--- config.mk ---
export PLATFORM = sky130hd
export DESIGN_NAME = delta_decoder
export DESIGN_NICKNAME = d
export VERILOG_FILES = /design/src/rtl/delta_decoder.sv
export SDC_FILE = /design/constraint.sdc
export NUM_CORES = 1
export LEC_CHECK = 0
export ABC_AREA = 1
export BUFFER_PORTS_ARGS = -buffer_cell sky130_fd_sc_hd__buf_2
export CORE_ASPECT_RATIO = 1.1
export CORE_MARGIN = 4
export CORE_UTILIZATION = 57
export CTS_BUF_LIST = sky130_fd_sc_hd__clkbuf_4
export DETAILED_ROUTE_END_ITERATION = 8
export PLACE_DENSITY = 0.91
export SLEW_MARGIN = 5
export SYNTH_ARGS = -nofsm -noshare
export SYNTH_HDL_FRONTEND = slang
export SYNTH_SLANG_ARGS = --single-unit
export TNS_END_PERCENT = 30
--- constraint.sdc ---
create_clock -name clk -period 1.8 [get_ports clk]
set_input_delay 0.09 -clock clk [delete_from_list [all_inputs] [get_ports clk]]
set_output_delay 0.09 -clock clk [all_outputs]
set_load 0.1 [all_outputs]
--- src/rtl/delta_decoder.sv ---
// delta_decoder: rebuilds a sample stream from ON/OFF spike codes, with event counts and idle/error flags
module delta_decoder #(
  parameter int WIDTH      = 5,
  parameter int CNT_W      = 8,
  parameter int IDLE_LIMIT = 15
) (
  input  logic             clk,
  input  logic             rst_n,
  input  logic             ena,
  input  logic             load,
  input  logic [WIDTH-1:0] init,
  input  logic [WIDTH-1:0] step,
  input  logic             in_valid,
  output logic             in_ready,
  input  logic [1:0]       spike,
  output logic             out_valid,
  input  logic             out_ready,
  output logic [WIDTH-1:0] recon,
  output logic [CNT_W-1:0] on_count,
  output logic [CNT_W-1:0] off_count,
  output logic             idle,
  output logic             err
);
  localparam int IW = $clog2(IDLE_LIMIT + 1);
  localparam logic [IW-1:0] IL = IW'(IDLE_LIMIT);
  typedef enum logic {WAIT, RUN} state_t;
  state_t state, state_nxt;
  logic [IW-1:0] idle_cnt, idle_cnt_nxt;
  logic [WIDTH:0] sum, diff;
  logic [WIDTH-1:0] recon_nxt;
  logic accept;
  assign in_ready = ena & ~load & (state == RUN) & (~out_valid | out_ready);
  assign accept = in_valid & in_ready;
  assign sum = {1'b0, recon} + {1'b0, step};
  assign diff = {1'b0, recon} - {1'b0, step};
  // an enabled load arms the decoder; once running it never leaves RUN
  always_comb state_nxt = (ena & load) ? RUN : state;
  // state register
  always_ff @(posedge clk or negedge rst_n)
    if (!rst_n) state <= WAIT;
    else state <= state_nxt;
  // clamped step: carry out saturates high, borrow out saturates at zero
  always_comb
    recon_nxt = (spike == 2'b01) ? (sum[WIDTH] ? '1 : sum[WIDTH-1:0]) :
                (spike == 2'b11) ? (diff[WIDTH] ? '0 : diff[WIDTH-1:0]) : recon;
  // idle run length: cleared by load or any real spike, saturates at the limit
  always_comb
    idle_cnt_nxt = (ena & load) ? '0 :
                   (accept & spike[0]) ? '0 :
                   (accept & (spike == 2'b00) & (idle_cnt != IL)) ? idle_cnt + 1'b1 : idle_cnt;
  // datapath, statistics and output handshake
  always_ff @(posedge clk or negedge rst_n)
    if (!rst_n) begin
      recon     <= '0;
      out_valid <= 1'b0;
      on_count  <= '0;
      off_count <= '0;
      idle_cnt  <= '0;
      idle      <= 1'b0;
      err       <= 1'b0;
    end else if (ena) begin
      idle_cnt <= idle_cnt_nxt;
      idle     <= idle_cnt_nxt == IL;
      if (load) begin
        recon     <= init;
        out_valid <= 1'b0;
        err       <= 1'b0;
      end else if (accept) begin
        recon     <= recon_nxt;
        out_valid <= 1'b1;
        if (spike == 2'b01 && on_count != '1) on_count <= on_count + 1'b1;
        if (spike == 2'b11 && off_count != '1) off_count <= off_count + 1'b1;
        if (spike == 2'b10) err <= 1'b1;
      end else if (out_ready) out_valid <= 1'b0;
    end
endmodule

==> results.md, run 1 <==
- Outcome: finished, final reports clean
- CTS root buf: clkbuf_4
- Die width: 64.9 um
- Drc violations: 0
- EDFF count, synth: 0
- Slowest cell on crit path: dfrtp_4
- Clock Path Buffers: 2
- Placed insts: 353
- TritonCTS clock tree: built
- Setup Skew: 7.37 ps
- Most frequent cell after synthesis: nand2_1
- Total CTS buffers: 5
- First-pass GRT wire length: 7940 um
- DR pass1 iterations: 4
- F_max: 580 MHz
- Crit Path Category: reg -> reg
- Cell taking the most area after synthesis: dfrtp_1
- Fin. Hold Viols: 0
- Yosys cell types: 26
- Final nets: 347
- Final HPWL DP: 3430 um
- Critical path buffers and inverters: 0
- Top cell by count, worst path: nand2_1
- Mapped Nets: 290
- Vias per Instance: 5.10
- Syn_area_per_cell: 7.89 um2
- Cells after Synth: 257
- Top post-synthesis cells by area: dfrtp_1 (36%), nand2_1 (11%), ha_1 (8.0%)
- GR Layer Usage met1: 28.1%
- Largest net degree at the start of global routing: 30
- Req. time, crit path: 2050 ps
- Area delta synth->final: 25.8%
- Most Crowded Layer GR: met2
- Share of the synthesized area in the top cell type: 35.8%
- Main flop type after synthesis: dfrtp_1
- Starting Density: 59.9%
- Vert. Die Dim: 70.5 um
- Core footprint: 0.00339 mm2
- Pwr/cell area: 1250 mW/mm2
- GRT overflow: 0
- Vias in the first global route: 1851
- Leakage: 1.38 nW
- Post-Layout Cell Count: 363
- CTS clk-pin slew, worst paths: 100 ps
- Die area: 0.00458 mm2
- Routed wire length: 4570 um
- WHS: 33.9 ps
- Gr usage total: 21.9%
- Io pins: 43
- Pins Over Slew Limit: 0
- Via count: 1853
- Wire per inst: 12.6 um
- Post-place setup slack: 44.4 ps
- Crit-path cells: ha_1 -> fa_2 -> nand3_1 -> nand2_1 -> xor2_1 -> nand2_1 -> nand3_1 -> nand2_1 -> nand2_1
- Antenna violations before repair: 0
- Synthesized area: 0.00203 mm2
- Fin crit period: 1720 ps
- Rows: 22
- Layout cells sized above 1: 33.7%
- Pin slew with the least headroom to its limit: 637 ps
- Crit-path leading delay family: adder cells
- Clock Sinks: 29
- Flops & latches, synth: 29
- Max IR drop VDD: 0.000916 V
- GR Layer Usage met2: 35.1%
- Detail Route Antenna Nets: 0
- Total power: 3.18 mW
- Ant diodes: 0
- Clk_lat worst skew: 340 ps
- Hold Path Class: in -> reg
- RePlAce Congestion: 0.905
- RSZ-0062 raised after global routing: true
- Maxcap violations: 0
- CTS H-Tree Depth: 2
- Startpoint Class: flop
- GR Util met3: 3.49%
- Slew Limit Headroom: 57.6%
- Ys async rst share: 100%
- Worst path max stage delay: 510 ps
- Post-synthesis sequential area ratio: 35.8%
- Final WS setup: 75.2 ps
- Critical path data arrival time: 1970 ps
- DR iter-0 viols: 94
- Endpoints failing setup: 0
- Synth warn: 0
- I/O Buffers: 42
- Crit share post-route: 95.8%
- Largest fanout on the critical path: 4
- Worst Setup End Kind: flop
- Synth cell count leaders: nand2_1 (62), inv_1 (42), dfrtp_1 (29), nor2_1 (18)
- # fillers: 267
==> stage by stage <==
stage / cell area, um2 / TNS [ps] / util, %
after global placement: 2380 / 0 / 70.3
after CTS: 2510 / 0 / 74.0
after floorplan: 2070 / -2580 / -
after detailed placement: 2380 / 0 / 70.3
after global routing: 2550 / -108 / 75.3
final: 2550 / 0 / 75.3
==> report_power, final <==
group	leakage [nW]	internal, mW	switching [mW]
combinational	0.989	0.369	1.22
sequential	0.334	0.787	0.134
clock	0.0552	0.430	0.244
total	1.38	1.59	1.59
==> area by class of cell <==
type | instances | area (um2) | area share (%)
clock buffer | 5 | 37.5 | 1.47
multi-input combinational | 182 | 1180 | 46.5
sequential | 29 | 753 | 29.5
inverter | 45 | 169 | 6.62
timing repair buffer | 51 | 280 | 11.0
tap | 48 | 60.1 | 2.36
clock inverter | 3 | 65.1 | 2.55
==> state kept, by name, indices dropped and copies added, names as in the netlist <==
signal	count
off_count	8
on_count	8
recon	5
idle_cnt	4
err	1
idle	1
out_valid	1
state	1
==> metal layers <==
layer  up-vias  wire length (um)
met1       879              2030
li1        921                 -
met4         0                96
met2        45              2250
met5         -                 0
met3         8               196
==> logic make-up (layout without fill, tap and decap cells) <==
family | Yosys count | count (layout) | synth area share [%]
flops | 29 | 29 | 35.8
compound gates | 30 | 30 | 7.59
buf+inv | 46 | 104 | 8.89
simple gates | 121 | 121 | 29.7
xor+xnor | 16 | 16 | 8.02
fa+ha+maj | 15 | 15 | 10.0
==> repair_timing <==
| item | in CTS | in global routing |
|---|---|---|
| endpoints found under the hold margin | 29 | 0 |
| pin swaps | 0 | 6 |
| setup endpoints to repair | 2 | 7 |
| buffers inserted | 0 | 1 |
| resized for setup | 1 | 10 |
| hold buffers | 1 | 0 |
==> cells in the final DEF, fill, tap and decap left out, types with 3 or more instances in the layout <==
| cell type | count |
|---|---|
| nand3_1 | 16 |
| dfrtp_4 | 4 |
| ha_1 | 10 |
| o21ai_0 | 17 |
| ha_4 | 3 |
| nand2_1 | 60 |
| dfrtp_2 | 10 |
| buf_4 | 8 |
| nor2_2 | 3 |
| a21oi_1 | 8 |
| nand3_2 | 5 |
| nor2_4 | 4 |
| inv_1 | 40 |
| dfrtp_1 | 15 |
| inv_2 | 5 |
| nand2_4 | 3 |
| nand4_1 | 6 |
| nor2_1 | 17 |
| clkbuf_4 | 5 |
| buf_2 | 42 |
| xor2_1 | 12 |
==> worst paths after layout <==
path | start | to | slack [ps] | cells past startpoint
worst min register to register | idle | idle | 490 | 2
worst max register to register | recon[0] | recon[4] | 80 | 9
min in group asynchronous | rst_n | recon[3] | 290 | 2
max in group asynchronous | rst_n | out_valid | 1030 | 2
worst max-delay path | recon[0] | recon[4] | 80 | 9
worst min-delay path | ena | idle_cnt[2] | 30 | 2
Note: power is estimated with default switching activity, not from simulation.
==> inputs of run 2 (changes only) <==
- BUFFER_PORTS_ARGS: -buffer_cell sky130_fd_sc_hd__buf_2 -> -buffer_cell sky130_fd_sc_hd__clkbuf_2
- CORE_UTILIZATION: 57 -> 51
- PLACE_DENSITY: 0.91 -> 0.86
- RECOVER_POWER: unset -> 50
- clock period: 1.8 -> 1.5 ns (I/O delays scaled with it)
==> results.md, run 2 (same netlist as run 1, synthesis figures left out) <==
- Die area: 0.00505 mm2
- RePlAce Congestion: 0.887
- GRT overflow: 0
- CTS clk-pin slew, worst paths: 110 ps
- Via count: 2051
- TritonCTS clock tree: built
- Pwr/cell area: 1400 mW/mm2
- Slew Limit Headroom: 60.9%
- Hold Path Class: in -> reg
- Layout cells sized above 1: 47.7%
- Endpoints failing setup: 19
- Leakage: 1.59 nW
- Placed insts: 384
- Largest registers: off_count (8), on_count (8), recon (5)
- Final nets: 384
- Finished Core Util: 79.5%
- Largest fanout on the critical path: 3
- Top cell by count, worst path: nand2_1
- Critical path data arrival time: 1980 ps
- Io pins: 43
- Crit-path cells: ha_2 -> fa_2 -> nand3_1 -> nand2_1 -> xor2_1 -> nand2_1 -> nand3_1 -> nand2_1 -> nand2_1
- Hold Path Stages: 2
- Core footprint: 0.00374 mm2
- Worst R2R Path Depth: 9
- Pin slew with the least headroom to its limit: 587 ps
- Final HPWL DP: 3880 um
- Rows: 23
- CTS root buf: clkbuf_4
- Worst path max stage delay: 510 ps
- Worst Setup End Kind: flop
- Most frequent cells in the layout: nand2_1 (51), clkbuf_2 (41), buf_4 (39)
- Starting Density: 54.2%
- Vias in the first global route: 2029
- Area delta synth->final: 46.7%
- DR pass1 iterations: 4
- Commonest non-fill, non-tap cell in the layout: nand2_1
- Worst R2R End: recon[4]
- Detail Route Antenna Nets: 0
- Crit Path Category: reg -> reg
- Wire per inst: 13.9 um
- Total CTS buffers: 5
- Post-Layout Cell Count: 402
- Clock Sinks: 29
- Req. time, crit path: 1740 ps
- Ant diodes: 0
- Gr usage total: 23.9%
- First-pass GRT wire length: 9140 um
- Hold Path End: idle_cnt[2]
- Slowest cell on crit path: dfrtp_4
- Maxcap violations: 0
- Vert. Die Dim: 74.1 um
- DR iter-0 viols: 103
- Pins Over Slew Limit: 0
- Fin. Hold Viols: 0
- RSZ-0062 raised after global routing: true
- Routed wire length: 5570 um
- Max IR drop VDD: 0.00108 V
- I/O Buffers: 42
- Startpoint Class: flop
- Reg-to-Reg Start: recon[0]
- Die width: 68.1 um
- F_max: 574 MHz
- CTS H-Tree Depth: 2
- Drc violations: 0
- Vias per Instance: 5.10
- R2r setup slk: -240 ps
- Largest net degree at the start of global routing: 23
- WHS: 45.8 ps
- Failing checks: setup timing
- Antenna violations before repair: 0
- Final WS setup: -244 ps
- Setup Skew: 17.5 ps
- Crit share post-route: 116%
- Clock Path Buffers: 2
- Outcome: finished, violations left
- Fin crit period: 1740 ps
- Hold Startpoint: ena
- Clk_lat worst skew: 330 ps
run 2: per-layer routing:
| layer | share of wire (%) | vias up | routed length, um | track usage (%) |
|---|---|---|---|---|
| met5 | 0 | - | 0 | 0 |
| met4 | 1.3 | 0 | 72 | 7.95 |
| met3 | 4.4 | 11 | 247 | 4.83 |
| met2 | 52 | 64 | 2880 | 41.1 |
| met1 | 43 | 974 | 2370 | 29.9 |
| li1 | - | 1002 | - | - |
run 2: stage by stage:
| stage | TNS (ps) | setup slack, ps | area, um2 | power, mW |
|---|---|---|---|---|
| 6_report | -1380 | -244 | 2970 | 4.15 |
| 5_1_grt | -3280 | -323 | 2970 | 4.38 |
| 4_1_cts | -1310 | -158 | 2900 | 4.03 |
| 3_5_place_dp | -2510 | -270 | 2640 | 3.20 |
| 3_3_place_gp | -1150 | -192 | 2640 | 3.14 |
| 2_1_floorplan | -10060 | -553 | 2070 | 2.57 |
run 2: timing repair:
action,in CTS,in global routing
pin swaps,12,16
endpoints found under the hold margin,21,0
endpoints found under the setup margin,21,24
gates cloned,1,0
setup buffers,6,2
gates resized for setup,38,15
hold buffers,1,0
run 2: where the power goes:
group | leakage, nW | switching, mW | internal [mW] | total (mW)
Combinational | 1.21 | 1.68 | 0.751 | 2.43
Sequential | 0.334 | 0.129 | 0.943 | 1.07
Clock | 0.0433 | 0.281 | 0.365 | 0.646
Total | 1.59 | 2.09 | 2.06 | 4.15
run 2: final cells by class:
cell class,count,area (um2)
Multi-Input combinational cell,182,1300
Timing Repair Buffer,88,606
Inverter,45,169
Clock buffer,6,45.0
Clock inverter,2,33.8
Sequential cell,29,753
Fill cell,228,768
Tap cell,50,62.6
run 2: worst max path at each step:
stage	to	cells past startpoint	from
floorplan	off_count[6]	8	out_valid
global placement	recon[4]	9	recon[0]
detailed placement	recon[3]	9	recon[2]
CTS	recon[4]	10	recon[0]
global route	recon[4]	9	recon[0]
finish	recon[4]	9	recon[0]
run 2: critical path: cells and delay by family (launching register included):
family	cells	cell delay (ps)
xor gates and xnor gates	1	160
adders and majority gates	2	560
DFF	1	510
and+or+nand+nor	6	430
==> inputs of run 3 (changes only) <==
- PLACE_DENSITY: 0.86 -> 0.79
==> results.md, run 3 (same netlist as run 1, synthesis figures left out) <==
- Top cell by count, worst path: nand2_1
- Antenna violations before repair: 0
- Post-Layout Cell Count: 400
- Final HPWL DP: 3740 um
- Fin. Hold Viols: 0
- Vias per Instance: 4.95
- Clock power frac: 12.2%
- Sw Pwr: 2.04 mW
- Via count: 1981
- Endpoints failing setup: 14
- First-pass GRT wire length: 8140 um
- Req. time, crit path: 1730 ps
- Crit share post-route: 116%
- Clk_lat worst skew: 320 ps
- Sw Ratio: 52.6%
- Startpoint Class: flop
- Ant diodes: 0
- Starting Density: 54.2%
- Critical path buffers and inverters: 1
- CTS H-Tree Depth: 2
- Rows: 23
- Combinational cell fraction of total power: 60.0%
- Vert. Die Dim: 74.1 um
- DR iter-0 viols: 101
- Slowest cell on crit path: dfrtp_4
- RePlAce Congestion: 0.915
- Area delta synth->final: 42.4%
- Gr usage total: 21.2%
- Placed insts: 386
- Layout cells sized above 1: 46.3%
- Vias in the first global route: 1882
- I/O Buffers: 42
- Final nets: 382
- Commonest non-fill, non-tap cell in the layout: nand2_1
- DR pass1 iterations: 4
- Wire per inst: 12.9 um
- RSZ-0062 raised after global routing: true
- Die width: 68.1 um
- Drc violations: 0
- Pin slew with the least headroom to its limit: 747 ps
- Detail Route Antenna Nets: 0
- TritonCTS clock tree: built
- Clock Path Buffers: 2
- Maxcap violations: 0
- Critical path data arrival time: 1970 ps
- Post-place setup slack: -286 ps
- Die area: 0.00505 mm2
- Max IR drop VDD: 0.00128 V
- Flop pwr share: 27.9%
- Worst Setup SP: recon[0]
- Leakage: 1.56 nW
- F_max: 575 MHz
- Most frequent cells in the layout: nand2_1 (57), clkbuf_2 (42), buf_4 (40)
- Failing checks: setup timing
- Total CTS buffers: 5
- Pins Over Slew Limit: 0
- Setup Skew: 9.06 ps
- Routed wire length: 5160 um
- Cell Area, Placed: 0.00263 mm2
- Hold Startpoint: ena
- Clock Sinks: 29
- Fin crit period: 1740 ps
- Core footprint: 0.00374 mm2
- Crit Path Category: reg -> reg
- Slew Limit Headroom: 50.2%
- Io pins: 43
- CTS clk-pin slew, worst paths: 100 ps
- Largest fanout on the critical path: 3
- Pwr/cell area: 1340 mW/mm2
- Outcome: finished, violations left
- Int Power: 1.84 mW
- Reg-to-Reg Start: recon[0]
- Hold Path Class: in -> reg
- Crit-path cells: inv_2 -> ha_4 -> fa_2 -> nand3b_1 -> nand2_1 -> nand2_1 -> nand4_1 -> nand3_1 -> nand2_1 -> nand2_1
- Largest registers: off_count (8), on_count (8), recon (5)
- Largest net degree at the start of global routing: 30
- Final Instance Area: 0.00289 mm2
- Crit-path leading delay family: simple AND/OR/NAND/NOR gates
- Worst path max stage delay: 450 ps
- Final WS setup: -240 ps
- GRT overflow: 0
- Worst Setup End Kind: flop
- CTS root buf: clkbuf_4
[run 3: cell count changes in the layout (fill, tap and decap cells not counted), moves of 2 or more]
cell / change
nand2_2: -5
nand2_1: +6
clkinv_2: +2
buf_12: -2
[run 3: worst paths after layout]
path                       slack (ps)  cells after the start     endpoint
max                              -240                     10     recon[4]
min                                50                      2  idle_cnt[2]
max reg2reg                      -240                     10     recon[4]
min reg2reg                       490                      2         idle
max in group asynchronous         520                      3  on_count[0]
min in group asynchronous         420                      3  idle_cnt[3]
[run 3: worst register-to-register path, delay by kind of cell, from the launching register on]
kind          cells  cell delay (ps)
fa+ha+maj         2              500
buf+inv           1               50
flops             1              450
simple gates      7              640
[run 3: cell type report]
class / instances / area [um2]
clock inverters: 2 / 10.0
flip-flops and latches: 29 / 753
multi-input cells: 182 / 1280
well taps: 50 / 62.6
fillers: 258 / 855
repair buffers: 86 / 563
inverters: 45 / 169
clock buffers: 6 / 45.0
[run 3: metrics by stage]
stage | setup TNS, ps | hold slack [ps] | util [%] | power, mW
3_3_place_gp | -978 | 111 | 70.3 | 3.14
3_5_place_dp | -1670 | 111 | 70.3 | 3.19
5_1_grt | -3010 | 62.3 | 77.2 | 4.10
6_report | -1120 | 45.9 | 77.2 | 3.88
4_1_cts | -943 | 24.2 | 74.3 | 3.76
2_1_floorplan | -10060 | -221 | - | 2.57
[run 3: timing repair]
item / CTS / global route
setup endpoints to repair: 22 / 22
resized for setup: 26 / 18
hold buffers: 1 / 0
setup buffers: 1 / 4
pin swaps: 11 / 15
hold endpoints to repair: 29 / 0
[run 3: power by group through the flow]
| stage | clock [mW] | sequential [mW] | combinational, mW |
|---|---|---|---|
| floorplan | 0 | 2.02 | 0.548 |
| global placement | 0 | 1.06 | 2.08 |
| detailed placement | 0 | 1.07 | 2.11 |
| CTS | 0.493 | 1.07 | 2.20 |
| global route | 0.529 | 1.09 | 2.47 |
| finish | 0.472 | 1.08 | 2.33 |
[run 3: metal layers]
layer / wire, um / global-route usage [%] / vias up / share of wire, %
li1: - / - / 991 / -
met1: 2140 / 26.7 / 918 / 41
met2: 2690 / 35.7 / 61 / 52
met3: 232 / 4.23 / 11 / 4.5
met4: 91 / 8.39 / 0 / 1.8
met5: 0 / 0 / - / 0
